--- src/rtl/controle_busca.sv ---
// -----------------------------------------------------------------------------
// controle_busca -- instruction-fetch sequencer
//
// Drives the program counter through single-cycle strobes (clear / load /
// increment) and the instruction memory read port.  One memory read is issued
// per PC value.  The fetched word is handed to the decoder over a valid/ready
// handshake, after which the PC is advanced or redirected.
//
// Ports
//   relogio, reiniciar_n    clock (rising edge) / asynchronous active-low reset
//   habilitar               1 = keep fetching; 0 = stop at the next boundary
//   limpar                  synchronous flush: clear PC, drop in-flight work
//   pc_atual                current PC value (from the PC register)
//   pc_reiniciar            PC clear strobe
//   pc_carregar/pc_entrada  PC load strobe and load value
//   pc_soma                 PC increment strobe
//   mem_req/mem_end         memory read request and address (= pc_atual)
//   mem_ack/mem_dado        read data valid / read data
//   instr_valida/instr_pronta  handshake towards the decoder
//   instr/instr_end         fetched word and the address it came from
//   desvio_req/desvio_alvo  redirect request and target
//   desvio_ack              1-cycle pulse: redirect accepted
//   erro                    sticky memory-timeout fault
//
// Timing notes
//   The PC strobes and desvio_ack are decoded from the registered state and
//   the current-cycle inputs.  They have to be: the PC register updates on the
//   edge that ends the strobe cycle, so the BUSCA state entered on that same
//   edge already sees the new pc_atual.  This is what gives 2 cycles per
//   instruction.  A registered strobe would make the next BUSCA read a stale
//   PC, and would acknowledge a held desvio_req twice.
//   mem_req, instr_valida, erro, instr and instr_end are true registers.
// -----------------------------------------------------------------------------
module controle_busca #(
    parameter int                 LARGURA       = 16,
    parameter int                 LARGURA_INSTR = 16,
    parameter logic [LARGURA-1:0] END_INICIAL   = '0,
    parameter int                 LIMITE_ESPERA = 255
) (
    input  logic                     relogio,
    input  logic                     reiniciar_n,
    input  logic                     habilitar,
    input  logic                     limpar,
    input  logic [LARGURA-1:0]       pc_atual,
    output logic                     pc_reiniciar,
    output logic                     pc_carregar,
    output logic                     pc_soma,
    output logic [LARGURA-1:0]       pc_entrada,
    output logic                     mem_req,
    output logic [LARGURA-1:0]       mem_end,
    input  logic                     mem_ack,
    input  logic [LARGURA_INSTR-1:0] mem_dado,
    output logic                     instr_valida,
    input  logic                     instr_pronta,
    output logic [LARGURA_INSTR-1:0] instr,
    output logic [LARGURA-1:0]       instr_end,
    input  logic                     desvio_req,
    input  logic [LARGURA-1:0]       desvio_alvo,
    output logic                     desvio_ack,
    output logic                     erro
);

    // Wait counter holds 0 .. LIMITE_ESPERA-1.  The fault fires on the
    // LIMITE_ESPERA-th consecutive BUSCA cycle without an ack.
    localparam int             LC     = (LIMITE_ESPERA > 1) ? $clog2(LIMITE_ESPERA) : 1;
    localparam logic [LC-1:0]  ULTIMO = LC'(LIMITE_ESPERA - 1);

    typedef enum logic [2:0] {
        INICIO  = 3'd0,
        OCIOSO  = 3'd1,
        BUSCA   = 3'd2,
        ENTREGA = 3'd3,
        ERRO    = 3'd4
    } estado_t;

    estado_t        estado;
    logic [LC-1:0]  espera;

    // limpar acts everywhere except in INICIO and in the sticky fault state.
    logic flush;
    assign flush = limpar && (estado == OCIOSO || estado == BUSCA || estado == ENTREGA);

    // Handshake decisions taken while a word is on offer (priority: flush,
    // redirect, accept).
    logic desvia_entrega, aceita_entrega;
    assign desvia_entrega = (estado == ENTREGA) && !limpar && desvio_req;
    assign aceita_entrega = (estado == ENTREGA) && !limpar && !desvio_req && instr_pronta;

    // Redirect while idle.
    logic desvia_ocioso;
    assign desvia_ocioso = (estado == OCIOSO) && !limpar && desvio_req;

    // ------------------------------------------------------------------
    // State machine plus the registered outputs
    // ------------------------------------------------------------------
    always_ff @(posedge relogio or negedge reiniciar_n) begin
        if (!reiniciar_n) begin
            estado       <= INICIO;
            mem_req      <= 1'b0;
            instr_valida <= 1'b0;
            erro         <= 1'b0;
            instr        <= '0;
            instr_end    <= '0;
            espera       <= '0;
        end else begin
            case (estado)
                INICIO: begin
                    estado <= OCIOSO;
                end

                OCIOSO: begin
                    // A redirect taken here keeps us idle for that cycle, so
                    // the fetch that follows sees the loaded PC.
                    if (!limpar && !desvio_req && habilitar) begin
                        estado  <= BUSCA;
                        mem_req <= 1'b1;
                        espera  <= '0;
                    end
                end

                BUSCA: begin
                    if (limpar) begin
                        // The outstanding read is abandoned.  A late ack
                        // lands in OCIOSO, where mem_ack is not looked at.
                        estado  <= OCIOSO;
                        mem_req <= 1'b0;
                    end else if (mem_ack) begin
                        instr        <= mem_dado;
                        instr_end    <= pc_atual;
                        estado       <= ENTREGA;
                        mem_req      <= 1'b0;
                        instr_valida <= 1'b1;
                    end else if (espera == ULTIMO) begin
                        estado  <= ERRO;
                        mem_req <= 1'b0;
                        erro    <= 1'b1;
                    end else begin
                        espera <= espera + LC'(1);
                    end
                end

                ENTREGA: begin
                    if (limpar) begin
                        estado       <= OCIOSO;
                        instr_valida <= 1'b0;
                    end else if (desvio_req || instr_pronta) begin
                        // Both a redirect (word dropped) and an accept end
                        // the offer.  The PC strobe issued this cycle takes
                        // effect on this edge.
                        instr_valida <= 1'b0;
                        if (habilitar) begin
                            estado  <= BUSCA;
                            mem_req <= 1'b1;
                            espera  <= '0;
                        end else begin
                            estado <= OCIOSO;
                        end
                    end
                end

                ERRO: begin
                    // Only reiniciar_n leaves this state.
                    estado <= ERRO;
                end

                default: begin
                    estado       <= INICIO;
                    mem_req      <= 1'b0;
                    instr_valida <= 1'b0;
                end
            endcase
        end
    end

    // ------------------------------------------------------------------
    // PC strobes and redirect acknowledge.
    // The three strobes come from mutually exclusive branches, so at most
    // one of them is high in any cycle.
    // ------------------------------------------------------------------
    always_comb begin
        pc_reiniciar = 1'b0;
        pc_carregar  = 1'b0;
        pc_soma      = 1'b0;
        pc_entrada   = '0;
        desvio_ack   = 1'b0;

        if (estado == INICIO) begin
            // Gated by the reset input so that every output is 0 while
            // reset is held.
            if (reiniciar_n) begin
                pc_carregar = 1'b1;
                pc_entrada  = END_INICIAL;
            end
        end else if (flush) begin
            pc_reiniciar = 1'b1;
        end else if (desvia_ocioso || desvia_entrega) begin
            pc_carregar = 1'b1;
            pc_entrada  = desvio_alvo;
            desvio_ack  = 1'b1;
        end else if (aceita_entrega) begin
            pc_soma = 1'b1;
        end
    end

    // The address follows the PC for as long as the request is up.  Because
    // the PC only moves on a strobe, and no strobe is issued in BUSCA except
    // for a flush, the address is stable until the ack.
    assign mem_end = mem_req ? pc_atual : '0;

endmodule

--- config.mk ---
export PLATFORM = sky130hd
export DESIGN_NAME = controle_busca
export DESIGN_NICKNAME = d
export VERILOG_FILES = /design/src/rtl/controle_busca.sv
export SDC_FILE = /design/constraint.sdc
export NUM_CORES = 1
export LEC_CHECK = 0
export BUFFER_PORTS_ARGS = -buffer_cell sky130_fd_sc_hd__buf_4
export CORE_MARGIN = 8
export CORE_UTILIZATION = 48
export CTS_CLUSTER_SIZE = 12
export DETAILED_ROUTE_END_ITERATION = 7
export PLACE_DENSITY_LB_ADDON = 0.25
export SKIP_LAST_GASP = 1
export SLEW_MARGIN = 15
export SYNTH_ARGS = -nofsm -noshare
export SYNTH_HDL_FRONTEND = slang
export SYNTH_SLANG_ARGS = --single-unit
--- constraint.sdc ---
create_clock -name relogio -period 3.4 [get_ports relogio]
set_input_delay 0.51 -clock relogio [delete_from_list [all_inputs] [get_ports relogio]]
set_output_delay 0.51 -clock relogio [all_outputs]
set_load 0.005 [all_outputs]
; Yosys cells after proc, flatten, opt, wreduce, memory -nomap -nowiden
; Index checks and enable logic that the tools add are counted.
[classes]
n_addsub = 1
n_reduce_logical = 25
bitwise = 4
eq_ne = 15
muxes = 44
[ops]
columns = operator, count
row1 = 16-bit two-way mux, 4
row2 = 8-bit two-way mux, 7
row3 = 8-bit case mux with 3 select lines, 1
row4 = 1-bit two-way mux, 22
row5 = 3-bit two-way mux, 6
row6 = 3-bit case mux with 5 select lines, 1
row7 = 2-bit inequality test (second input constant), 6
row8 = 1-bit logical AND, 9
row9 = 8-bit by 1-bit adder with 8-bit output (second input constant), 1
row10 = 8-bit equality test (second input constant), 1
row11 = 4-bit AND reduction, 2
row12 = 8-bit AND reduction, 1
row13 = 3-bit by 2-bit equality test with 1-bit output (second input constant), 2
row14 = 3-bit AND reduction, 2
row15 = 6-bit AND reduction, 1
row16 = 1-bit logical OR, 4
row17 = 2-bit by 1-bit inequality test with 1-bit output (second input constant), 2
row18 = 4-bit by 3-bit inequality test with 1-bit output (second input constant), 1
row19 = 1-bit NOT, 4
row20 = 1-bit case mux with 4 select lines, 1
row21 = 3-bit by 1-bit equality test with 1-bit output (second input constant), 1
row22 = 3-bit equality test (second input constant), 1
row23 = 3-bit zero test, 1
row24 = 3-bit by 2-bit inequality test with 1-bit output (second input constant), 1
row25 = 6 further kinds, 7
[totals]
out_inout_bits = 71
reg_bits = 46
word_cells = 96
in_bits = 55

; Longest topological paths before layout
; Gate-level depths: netlist of the first run.
[logic_depth]
word_depth = 8
depth_mapped = 6
mapped_depth_nobuf = 6

; Worst setup path before layout of the first run
; No wires, ideal clock.
[synth_path]
path_kind = reg-to-output
startpoint = reg estado[2]
endpoint = out pc_entrada[10]
n_path_buf = 2
setup_slack_ns = 1.551
path_stages_with_launch = 6
arrival_ns = 1.339
path_cell_list = dfrtp_1 -> buf_6 -> nand2b_1 -> nor3b_2 -> buf_2 -> and2_1
[synth_between]
elab_chain_len = 7
elab_cells_between_ends = 15
classes_between = 3 x eq/ne / 3 x mux / 9 x reduce/logical
[synth_rtl]
columns = item, line_no
row1 = start: declaration, 76  ; estado_t estado;
row2 = start signal: assignment, 98  ; estado <= INICIO;
row3 = start signal: assignment, 108  ; estado <= OCIOSO;
row4 = start signal: assignment, 115  ; estado <= BUSCA;
row5 = 3-bit by 1-bit equality test with 1-bit output / 3-bit by 2-bit equality test with 1-bit output (equally long branches), "81, 91, 86"
row6 = "1-bit logical AND, on equally long branches (2 in series)", "91, 86"
row7 = 1-bit logical OR, 196  ; end else if (desvia_ocioso || desvia_entrega) begin
row8 = 16-bit two-way mux, 196
row9 = 16-bit two-way mux, 194  ; end else if (flush) begin
row10 = 16-bit two-way mux *, 187  ; if (estado == INICIO) begin
row11 = end: declaration, 48  ; output logic [LARGURA-1:0] pc_entrada,
; Mark *: on every way between the ends. The rest lies on a longest branch, timed or not.

; Final worst setup path of the first run
[layout_path]
startpoint = reg estado[2]
endpoint = out pc_entrada[8]
; The elaborated chain is that of the path after synthesis.

==> flow_summary.toml, run 1 <==
[yosys]
synthesis.area_um2 = 2380
synthesis.instances = 205
dominant_cells_by_area_after_synthesis = "sky130_fd_sc_hd__dfrtp_1, sky130_fd_sc_hd__mux2_2, sky130_fd_sc_hd__and2_1"
yosys_warnings = 0
avgSynthCellArea_um2 = 11.6
synth_top_area_share_pct = 48.4
synth_nets = 262
synth.yosys.seq_area_share_pct = 48.4
synth.largest_area_cell = "sky130_fd_sc_hd__dfrtp_1"
yosys_register_bits = 46
synthDistinctLibCells = 43

[sta]
final.setup_skew_ps = 6.45
layout_worst_path_cycle_share_pct = 77.0
tns_setup_ps = 0
timing.max_slew.rel_slack_pct = 48.0
setup_viol = 0
tightest_slew_ps = 777
hold_viol = 0
unrepaired_setup_endpoints_after_global_routing = "false"
fin_crit_ps = 2620
hold_slack_ps = 342
timing_limited_maximum_frequency_mhz = 382
finalMaxSlewViolations = 0

[finish]
commonest_non_fill_non_tap_cell_in_the_layout = "sky130_fd_sc_hd__buf_4"
area_growth_pct = 44.5
antennaDiodeCount = 0
final_layout_size_suffix_gt1_share_pct = 55.0
layout_common_cells = "sky130_fd_sc_hd__buf_4, sky130_fd_sc_hd__dfrtp_1, sky130_fd_sc_hd__and2_1, sky130_fd_sc_hd__mux2_2, sky130_fd_sc_hd__nand2_1"
fin_nets = 385

[setup_path]
required_ps = 2890
worst_ep_arrival_time_ps = 2110
critPathTopFamily = "simple AND/OR/NAND/NOR gates"
crit_fanout = 18
max_stage_delay_ps = 670
crit_path_cell_trace = "nand2b_1 -> nor3b_2 -> and2_1 -> buf_4"
critical_path.slowest_cell = "sky130_fd_sc_hd__nor3b_2"
worstPathBufferInverterCount = 1
critPathCaptureType = "output pin"
path_class = "reg2out"
worst_setup_path_start_kind = "flip-flop"

[cts]
cts_resized = 0
cts_made_buffers = 5
numClockSinks = 46
cts_hold_repair.buffers = 0
clk_latency_ps = 290
cts_root_buf = "sky130_fd_sc_hd__clkbuf_8"
worst_path_clk_slew_ps = 90
cts_setup_buffers = 0
tritoncts = "yes"
max-clock-path-buffers = 2
cts-htree-levels = 2

[power_and_ir_drop]
peakVddDrop_v = 0.000305
power_per_cell_area_nw_per_um2 = 699
power.static_leakage_nw = 1.72

[detailed_routing]
detailroute.via_count = 1986
postRouteAntennaNets = 0
drt_iter0_drc = 66
wl_per_cell_um = 16.1
route.detailed.vias_per_inst = 5.02
remaining_drc_errors = 0
routed_wl_um = 6360
drt_pre_antenna_iters = 4

[placed_design]
detailedPlacementHpwl_um = 5050
finalWeightedCongestion = 0.821
port_buffers = 125

[floorplanning]
top_level_ports = 126
die_area_um2 = 7470
die_x_um = 86.4
initial_core_util_pct = 50.1
floorplan.die.height_um = 86.4
num_rows = 25
core_region_area_um2 = 4750

[global_routing]
grt_pass1_vias = 2058
globalRouteTotalUtil_pct = 16.8
grt_pass1_wl_um = 10100
antenna_found_initial = 0
maximum_number_of_pins_on_one_net_before_global_route_repair = 47
global_route.overflow_total = 0

[worst_hold_path]
worstHoldPathType = "in2async"

[outcome]
outcome = "completed"

[flow_run]
cap_viol_max_count = 0
[kinds of logic after synthesis]
logic type	synth area share (%)
AND/OR/NAND/NOR	19.3
multiplexers	15.6
buffers and inverters	4.42
AO/OA/AOI/OAI	11.3
flip-flops	48.4
adder cells (fa/ha/maj)	1.05
[registers in the layout, indices dropped and copies added, names as in the netlist]
name and count:
instr_end 16, instr 16, estado 3, instr_valida 1, espera 8, mem_req 1, erro 1
[routing by layer]
layer	wire (um)	up-vias	global-route usage, %
met1	2760	906	20.6
met4	67	0	5.01
met3	706	4	7.56
met2	2830	106	25.9
met5	0	-	0
li1	-	970	-
[per-stage QoR]
stage / cells / instance area [um2] / power, mW / setup slack [ps] / utilization (%)
after floorplan: 205 / 2380 / 1.44 / 1550 / -
after global placement: 388 / 3330 / 1.99 / 1130 / 70.0
after detailed placement: 388 / 3330 / 2.03 / 1080 / 70.0
after CTS: 396 / 3440 / 2.43 / 760 / 72.3
after global routing: 396 / 3440 / 2.56 / 609 / 72.3
final: 396 / 3440 / 2.40 / 783 / 72.3
[final cells by class]
type | instances | area, um2
inverter | 6 | 22.5
clock buffer | 5 | 68.8
fill | 362 | 1320
clock inverter | 3 | 43.8
timing repair buffer | 126 | 946
multi-input combinational | 143 | 1120
tap | 67 | 83.8
sequential | 46 | 1150
[power by group]
group          internal [mW]  leakage, nW  switching [mW]
logic                  0.667         1.08           0.386
clock network          0.220       0.0585           0.187
registers              0.767        0.578           0.176
total                   1.65         1.72           0.748
[cells in the mapped netlist]
cell and instances:
sky130_fd_sc_hd__o21a_1 1, sky130_fd_sc_hd__a21oi_1 6, sky130_fd_sc_hd__a31oi_1 8, sky130_fd_sc_hd__a221oi_4 1, sky130_fd_sc_hd__o211ai_1 2, sky130_fd_sc_hd__dfrtp_1 46
sky130_fd_sc_hd__nand2_4 1, sky130_fd_sc_hd__nand2_2 1, sky130_fd_sc_hd__buf_4 1, sky130_fd_sc_hd__or3_1 2, sky130_fd_sc_hd__a22o_1 1, sky130_fd_sc_hd__o32ai_1 1
sky130_fd_sc_hd__nor4b_2 1, sky130_fd_sc_hd__or2b_1 2, sky130_fd_sc_hd__clkbuf_1 1, sky130_fd_sc_hd__a211oi_1 1, sky130_fd_sc_hd__nor3b_2 1, sky130_fd_sc_hd__o211ai_2 1
sky130_fd_sc_hd__nor4_1 1, sky130_fd_sc_hd__nand4_1 2, sky130_fd_sc_hd__nand2b_1 2, sky130_fd_sc_hd__buf_6 5, sky130_fd_sc_hd__a31o_2 1, sky130_fd_sc_hd__inv_1 6
sky130_fd_sc_hd__nor2b_1 2, sky130_fd_sc_hd__nor2_1 4, sky130_fd_sc_hd__and3_1 2, sky130_fd_sc_hd__nand3_1 3, sky130_fd_sc_hd__a21bo_2 2, sky130_fd_sc_hd__o21ai_2 1
sky130_fd_sc_hd__or4_4 1, sky130_fd_sc_hd__o21ai_0 3, sky130_fd_sc_hd__ha_1 2, sky130_fd_sc_hd__nand2_1 10, sky130_fd_sc_hd__o311ai_0 1, sky130_fd_sc_hd__nor3b_4 1
sky130_fd_sc_hd__nor3b_1 1, sky130_fd_sc_hd__and2_1 34, sky130_fd_sc_hd__a21o_1 3, sky130_fd_sc_hd__mux2_2 33, sky130_fd_sc_hd__buf_2 3, sky130_fd_sc_hd__or2_2 2
sky130_fd_sc_hd__o31a_1 2
[worst paths after layout]
check | start | end | slack (ps) | cells past startpoint
min | reiniciar_n | espera[3]$_DFFE_PN0P_ | 340 | 2
min reg2reg | erro$_DFFE_PN0P_ | erro$_DFFE_PN0P_ | 470 | 1
max reg2reg | estado[1]$_DFFE_PN0P_ | instr_end[6]$_DFFE_PN0P_ | 1220 | 3
max | estado[2]$_DFFE_PN0P_ | pc_entrada[8] | 780 | 4
min in group relogio | mem_dado[5] | instr[5]$_DFFE_PN0P_ | 440 | 2
max in group asynchronous | reiniciar_n | instr_end[7]$_DFFE_PN0P_ | 2690 | 2
(Power assumes the default switching activity.)
==> run 2, diff against run 1 <==
--- a/config.mk
+++ b/config.mk
@@ -5,9 +5,10 @@
 export SDC_FILE = /design/constraint.sdc
 export NUM_CORES = 1
 export LEC_CHECK = 0
+export ABC_AREA = 1
 export BUFFER_PORTS_ARGS = -buffer_cell sky130_fd_sc_hd__buf_4
 export CORE_MARGIN = 8
-export CORE_UTILIZATION = 48
+export CORE_UTILIZATION = 46
 export CTS_CLUSTER_SIZE = 12
 export DETAILED_ROUTE_END_ITERATION = 7
 export PLACE_DENSITY_LB_ADDON = 0.25
==> constraint.sdc (replaced) <==
create_clock -name relogio -period 2.6 [get_ports relogio]
set_input_delay 0.39 -clock relogio [delete_from_list [all_inputs] [get_ports relogio]]
set_output_delay 0.39 -clock relogio [all_outputs]
set_load 0.005 [all_outputs]
==> run 2 against run 1 <==
Synthesized cell count is 69% higher. Critical path depth is 2 higher. Die area is 10% higher. Routed wire length is 9.2% higher. Clock power is 13% higher.
==> flow_summary.toml, run 2 <==
[outcome]
outcome = "completed"

[detailed_routing]
drt_iter0_drc = 77
wl_per_cell_um = 12.7
remaining_drc_errors = 0
postRouteAntennaNets = 0
drt_pre_antenna_iters = 4
met3_length_um = 690
dr_wl_met2_um = 3280
detailroute.via_count = 2451
route.detailed.vias_per_inst = 4.50
routed_wl_um = 6950
maxUsedRoutingLayer = "met4"
m1WireLength_um = 2920

[global_routing]
grt_pass1_wl_um = 11600
globalRouteTotalUtil_pct = 17.0
maximum_number_of_pins_on_one_net_before_global_route_repair = 47
global_route.overflow_total = 0
grt_pass1_vias = 2520
antenna_found_initial = 0

[setup_path]
critical_path.slowest_cell = "sky130_fd_sc_hd__dfrtp_1"
crit_path_cell_trace = "inv_1 -> nand2_2 -> nor3_2 -> inv_2 -> nor2_1 -> buf_4"
worstPathBufferInverterCount = 3
max_stage_delay_ps = 420
reg2reg_from = "estado[2]$_DFFE_PN0P_"
critPathTopFamily = "buffers and inverters"
required_ps = 2210
worst_ep_arrival_time_ps = 1600
path_class = "reg2out"
reg2reg_slack_ps = 960
worst_setup_path_start_kind = "flip-flop"
rr_endpoint = "instr[11]$_DFFE_PN0P_"
critPathCaptureType = "output pin"
worst-r2r-cell-count = 7
crit_fanout = 17

[yosys]
synth.yosys.seq_area_share_pct = 44.7
yosys_warnings = 0
avgSynthCellArea_um2 = 7.42
yosys_register_bits = 46
dominant_cells_by_area_after_synthesis = "sky130_fd_sc_hd__dfrtp_1, sky130_fd_sc_hd__nand2_1, sky130_fd_sc_hd__inv_1"
synthesis.instances = 347
synth.largest_area_cell = "sky130_fd_sc_hd__dfrtp_1"
synth_enable_flop_cells = 0
synthesis.area_um2 = 2570
synth_common_cells = "sky130_fd_sc_hd__nand2_1, sky130_fd_sc_hd__inv_1, sky130_fd_sc_hd__dfrtp_1"
leading_register_cell_type_out_of_synthesis = "sky130_fd_sc_hd__dfrtp_1"
synth.most_common_cell = "sky130_fd_sc_hd__nand2_1"
synthDistinctLibCells = 29
synth_top_area_share_pct = 44.7
synth_nets = 404
async_flop_share_pct = 100

[floorplanning]
top_level_ports = 126
floorplan.die.height_um = 90.8
initial_core_util_pct = 47.1
die_area_um2 = 8250
core_region_area_um2 = 5470
num_rows = 27
die_x_um = 90.8

[power_and_ir_drop]
fraction_of_power_consumed_by_combinational_cells_pct = 8.3
power_per_cell_area_nw_per_um2 = 350
power.static_leakage_nw = 2.27
power.clock.fraction_pct = 35.8
pwr-share-seq_pct = 55.9
p_int_uw = 995
switching_power_uw = 285
peakVddDrop_v = 0.000247
sw_frac_of_total_pct = 22.2

[cts]
cts-htree-levels = 2
worst_path_clk_slew_ps = 80
cts_root_buf = "sky130_fd_sc_hd__clkbuf_8"
cts_resized = 0
cts_made_buffers = 5
cts_hold_repair.buffers = 0
numClockSinks = 46
clk_latency_ps = 300
tritoncts = "yes"
max-clock-path-buffers = 2
cts_setup_buffers = 0

[sta]
finalMaxSlewViolations = 0
layout_worst_path_cycle_share_pct = 76.6
unrepaired_setup_endpoints_after_global_routing = "false"
timing_limited_maximum_frequency_mhz = 502
fin_crit_ps = 1990
tightest_slew_ps = 639
final.setup_skew_ps = 9.35
tns_setup_ps = 0
setup_viol = 0
hold_viol = 0
timing.max_slew.rel_slack_pct = 57.4

[placed_design]
finalWeightedCongestion = 0.888
placed_cell_area_um2 = 3560
detailedPlacementHpwl_um = 5560
port_buffers = 125

[finish]
area_growth_pct = 41.9
commonest_non_fill_non_tap_cell_in_the_layout = "sky130_fd_sc_hd__buf_4"
fin_nets = 529
layout_common_cells = "sky130_fd_sc_hd__buf_4, sky130_fd_sc_hd__nand2_1, sky130_fd_sc_hd__inv_1, sky130_fd_sc_hd__dfrtp_1, sky130_fd_sc_hd__nor2_1"
reg_top3 = "instr x16, instr_end x16, espera x8"
finalInstanceArea_um2 = 3650
final_layout_size_suffix_gt1_share_pct = 34.7
antennaDiodeCount = 0

[flow_run]
cap_viol_max_count = 0

[worst_hold_path]
worstHoldPathType = "in2async"
==> run 2: worst max-delay path by stage <==
stage	startpoint	endpoint	slack, ps	cells past startpoint
2_1_floorplan	estado[2]$_DFFE_PN0P_	pc_entrada[10]	1070	6
3_3_place_gp	estado[2]$_DFFE_PN0P_	pc_entrada[10]	980	6
3_5_place_dp	estado[2]$_DFFE_PN0P_	pc_entrada[3]	920	6
4_1_cts	estado[2]$_DFFE_PN0P_	pc_entrada[3]	590	6
5_1_grt	estado[2]$_DFFE_PN0P_	pc_entrada[8]	460	6
6_report	estado[2]$_DFFE_PN0P_	pc_entrada[3]	610	6
==> run 2: routing by layer <==
layer | track usage [%] | up-vias
met4 | 4.09 | 0
li1 | - | 1282
met1 | 20.0 | 1062
met5 | 0 | -
met2 | 27.9 | 102
met3 | 7.48 | 5
==> run 2: power groups by stage <==
stage | Combinational [mW] | Sequential [mW] | Clock (mW)
after floorplan | 0.0210 | 0.730 | 0
after global placement | 0.106 | 0.730 | 0
after detailed placement | 0.108 | 0.730 | 0
after CTS | 0.108 | 0.716 | 0.475
after global routing | 0.119 | 0.716 | 0.513
final | 0.106 | 0.716 | 0.458
==> run 2: final cells by class <==
type | instances | area, um2
Clock buffer | 7 | 86.3
Clock inverter | 1 | 8.76
Fill cell | 486 | 1820
Inverter | 87 | 327
Multi-Input combinational cell | 204 | 1020
Sequential cell | 46 | 1150
Tap cell | 72 | 90.1
Timing Repair Buffer | 128 | 973
==> run 2: metrics by stage <==
stage               hold slack (ps)  instances  worst slack (ps)  utilization, %  power [mW]
finish                          210        545               608            66.8        1.28
CTS                             224        545               592            66.8        1.30
detailed placement              469        537               918            65.0       0.838
floorplan                      94.4        347              1070               -       0.751
global placement                467        537               980            65.0       0.837
global route                    244        545               464            66.8        1.35
==> run 2: cells by family after synthesis <==
group	synth area share (%)
buf+inv	15.8
compound gates	13.5
simple gates	25.1
fa+ha+maj	0.972
flops	44.7
==> run 3, diff against run 2 <==
--- a/config.mk
+++ b/config.mk
@@ -5,10 +5,10 @@
 export SDC_FILE = /design/constraint.sdc
 export NUM_CORES = 1
 export LEC_CHECK = 0
-export ABC_AREA = 1
+export ABC_AREA = 0
 export BUFFER_PORTS_ARGS = -buffer_cell sky130_fd_sc_hd__buf_4
 export CORE_MARGIN = 8
-export CORE_UTILIZATION = 46
+export CORE_UTILIZATION = 45
 export CTS_CLUSTER_SIZE = 12
 export DETAILED_ROUTE_END_ITERATION = 7
 export PLACE_DENSITY_LB_ADDON = 0.25
==> constraint.sdc (replaced) <==
create_clock -name relogio -period 2 [get_ports relogio]
set_input_delay 0.3 -clock relogio [delete_from_list [all_inputs] [get_ports relogio]]
set_output_delay 0.3 -clock relogio [all_outputs]
set_load 0.005 [all_outputs]
==> run 3 against run 2 <==
Non-clock buffer count up 3. Design area is 4.8% lower. Largest power group is now combinational cells. Critical endpoint is now pc_entrada[13]. Clock-buffer cell count unchanged. Core utilization is 1.4 points higher. Final cell count shrank 26%. Power rose to 3.2 times the previous value. Global-route usage fell by 0.78 points. Hold slack worse by 83 ps.
==> flow_summary.toml, run 3 (synthesis results as in run 1) <==
[setup_path]
worst_setup_path_start_kind = "flip-flop"
crit_fanout = 18
critPathCaptureType = "output pin"
required_ps = 1700
worst-r2r-cell-count = 4
path_class = "reg2out"
worst_ep_arrival_time_ps = 1570

[cts]
cts_root_buf = "sky130_fd_sc_hd__clkbuf_8"
max-clock-path-buffers = 2
cts_hold_repair.buffers = 0
tritoncts = "yes"
worst_path_clk_slew_ps = 80
numClockSinks = 46
cts_made_buffers = 5
clk_latency_ps = 280
cts-htree-levels = 2

[global_routing]
grt_pass1_vias = 2146
global_route.overflow_total = 0
globalRouteTotalUtil_pct = 16.3
maximum_number_of_pins_on_one_net_before_global_route_repair = 47
grt_pass1_wl_um = 10100
antenna_found_initial = 0

[placed_design]
place_inst = 395
placement.setup.worst_slack_ps = 164
port_buffers = 125
detailedPlacementHpwl_um = 5190
finalWeightedCongestion = 0.934
placed_cell_area_um2 = 3360

[outcome]
outcome = "completed"

[sta]
tightest_slew_ps = 571
hold_slack_ps = 127
final.setup_skew_ps = 6.84
unrepaired_setup_endpoints_after_global_routing = "false"
timing.max_slew.rel_slack_pct = 61.9
fin_crit_ps = 1870
setup_viol = 0
hold_viol = 0
tns_setup_ps = 0
timing_limited_maximum_frequency_mhz = 535
finalMaxSlewViolations = 0
layout_worst_path_cycle_share_pct = 93.5
finalWorstSetupSlack_ps = 131

[finish]
area_growth_pct = 46.2
final_cells = 404
regArea_um2 = 1150
commonest_non_fill_non_tap_cell_in_the_layout = "sky130_fd_sc_hd__buf_4"
antennaDiodeCount = 0
layout_common_cells = "sky130_fd_sc_hd__buf_4, sky130_fd_sc_hd__dfrtp_1, sky130_fd_sc_hd__and2_1, sky130_fd_sc_hd__mux2_2, sky130_fd_sc_hd__nand2_1"
finalCoreUtilization_pct = 68.1
n_fill_cell = 414
fin_nets = 390
multi_input_comb_area_um2 = 1130
finalInstanceArea_um2 = 3480
reg_top3 = "instr x16, instr_end x16, espera x8"
final_layout_size_suffix_gt1_share_pct = 56.0

[floorplanning]
die_area_um2 = 7870
die_x_um = 88.7
floorplan.die.height_um = 88.7
core_region_area_um2 = 5110
top_level_ports = 126
initial_core_util_pct = 46.6
num_rows = 26

[power_and_ir_drop]
report.power.total_mw = 4.12
power.static_leakage_nw = 1.73
peakVddDrop_v = 0.000531
power_per_cell_area_nw_per_um2 = 1180

[detailed_routing]
route.detailed.vias_per_inst = 5.07
detailroute.via_count = 2047
drt_iter0_drc = 114
remaining_drc_errors = 0
routed_wl_um = 6560
postRouteAntennaNets = 0
drt_pre_antenna_iters = 4
wl_per_cell_um = 16.2

[flow_run]
cap_viol_max_count = 0

[worst_hold_path]
worstHoldPathType = "in2async"
-- run 3: changes by cell type in the layout (fill, tap and decap cells not counted), sizes merged, moves of 7 or more --
cell / before / now
nand2: 96 / 12
nand3: 10 / 3
o21ai: 39 / 4
and2: 1 / 34
a31oi: 0 / 8
o21bai: 10 / 0
mux2: 0 / 33
inv: 88 / 6
nor2: 33 / 4
-- run 3: metal layers --
metal / global-route usage [%] / routed length (um) / up-vias / part of all wire [%]
li1: - / - / 974 / -
met1: 18.9 / 2640 / 959 / 40
met5: 0 / 0 / - / 0
met3: 7.24 / 860 / 6 / 13
met2: 26.5 / 2980 / 108 / 45
met4: 3.99 / 73 / 0 / 1.1
-- run 3: where the power goes --
group | total [mW] | switching [mW] | internal (mW)
clock network | 0.659 | 0.285 | 0.374
logic | 1.87 | 0.706 | 1.17
registers | 1.59 | 0.279 | 1.31
total | 4.12 | 1.27 | 2.85
-- run 3: critical path, cell delays in order, from the launching register on --
cell and delay, ps:
sky130_fd_sc_hd__dfrtp_2 430, sky130_fd_sc_hd__nand2b_2 220, sky130_fd_sc_hd__nor3b_2 180, sky130_fd_sc_hd__buf_4 200, sky130_fd_sc_hd__and2_1 150, sky130_fd_sc_hd__buf_4 110
-- run 3: final timing paths --
path / from / slack, ps / to
min reg2reg: erro$_DFFE_PN0P_ / 470 / erro$_DFFE_PN0P_
min: reiniciar_n / 130 / espera[7]$_DFFE_PN0P_
min in group relogio: mem_dado[9] / 240 / instr[9]$_DFFE_PN0P_
max in group asynchronous: reiniciar_n / 1450 / estado[2]$_DFFE_PN0P_
max: estado[2]$_DFFE_PN0P_ / 130 / pc_entrada[13]
max reg2reg: estado[1]$_DFFE_PN0P_ / 160 / espera[1]$_DFFE_PN0P_
-- run 3: cell type report --
type	instances	share of cell area [%]
Clock buffer	7	2.19
Clock inverter	1	0.863
Sequential cell	46	33.2
Multi-Input combinational cell	143	32.4
Tap cell	70	2.52
Inverter	6	0.647
Timing Repair Buffer	131	28.3
-- run 3: repair_timing --
action	CTS	global route
setup buffers	0	1
cloned	0	0
endpoints found under the setup margin	17	17
resized for setup	1	2
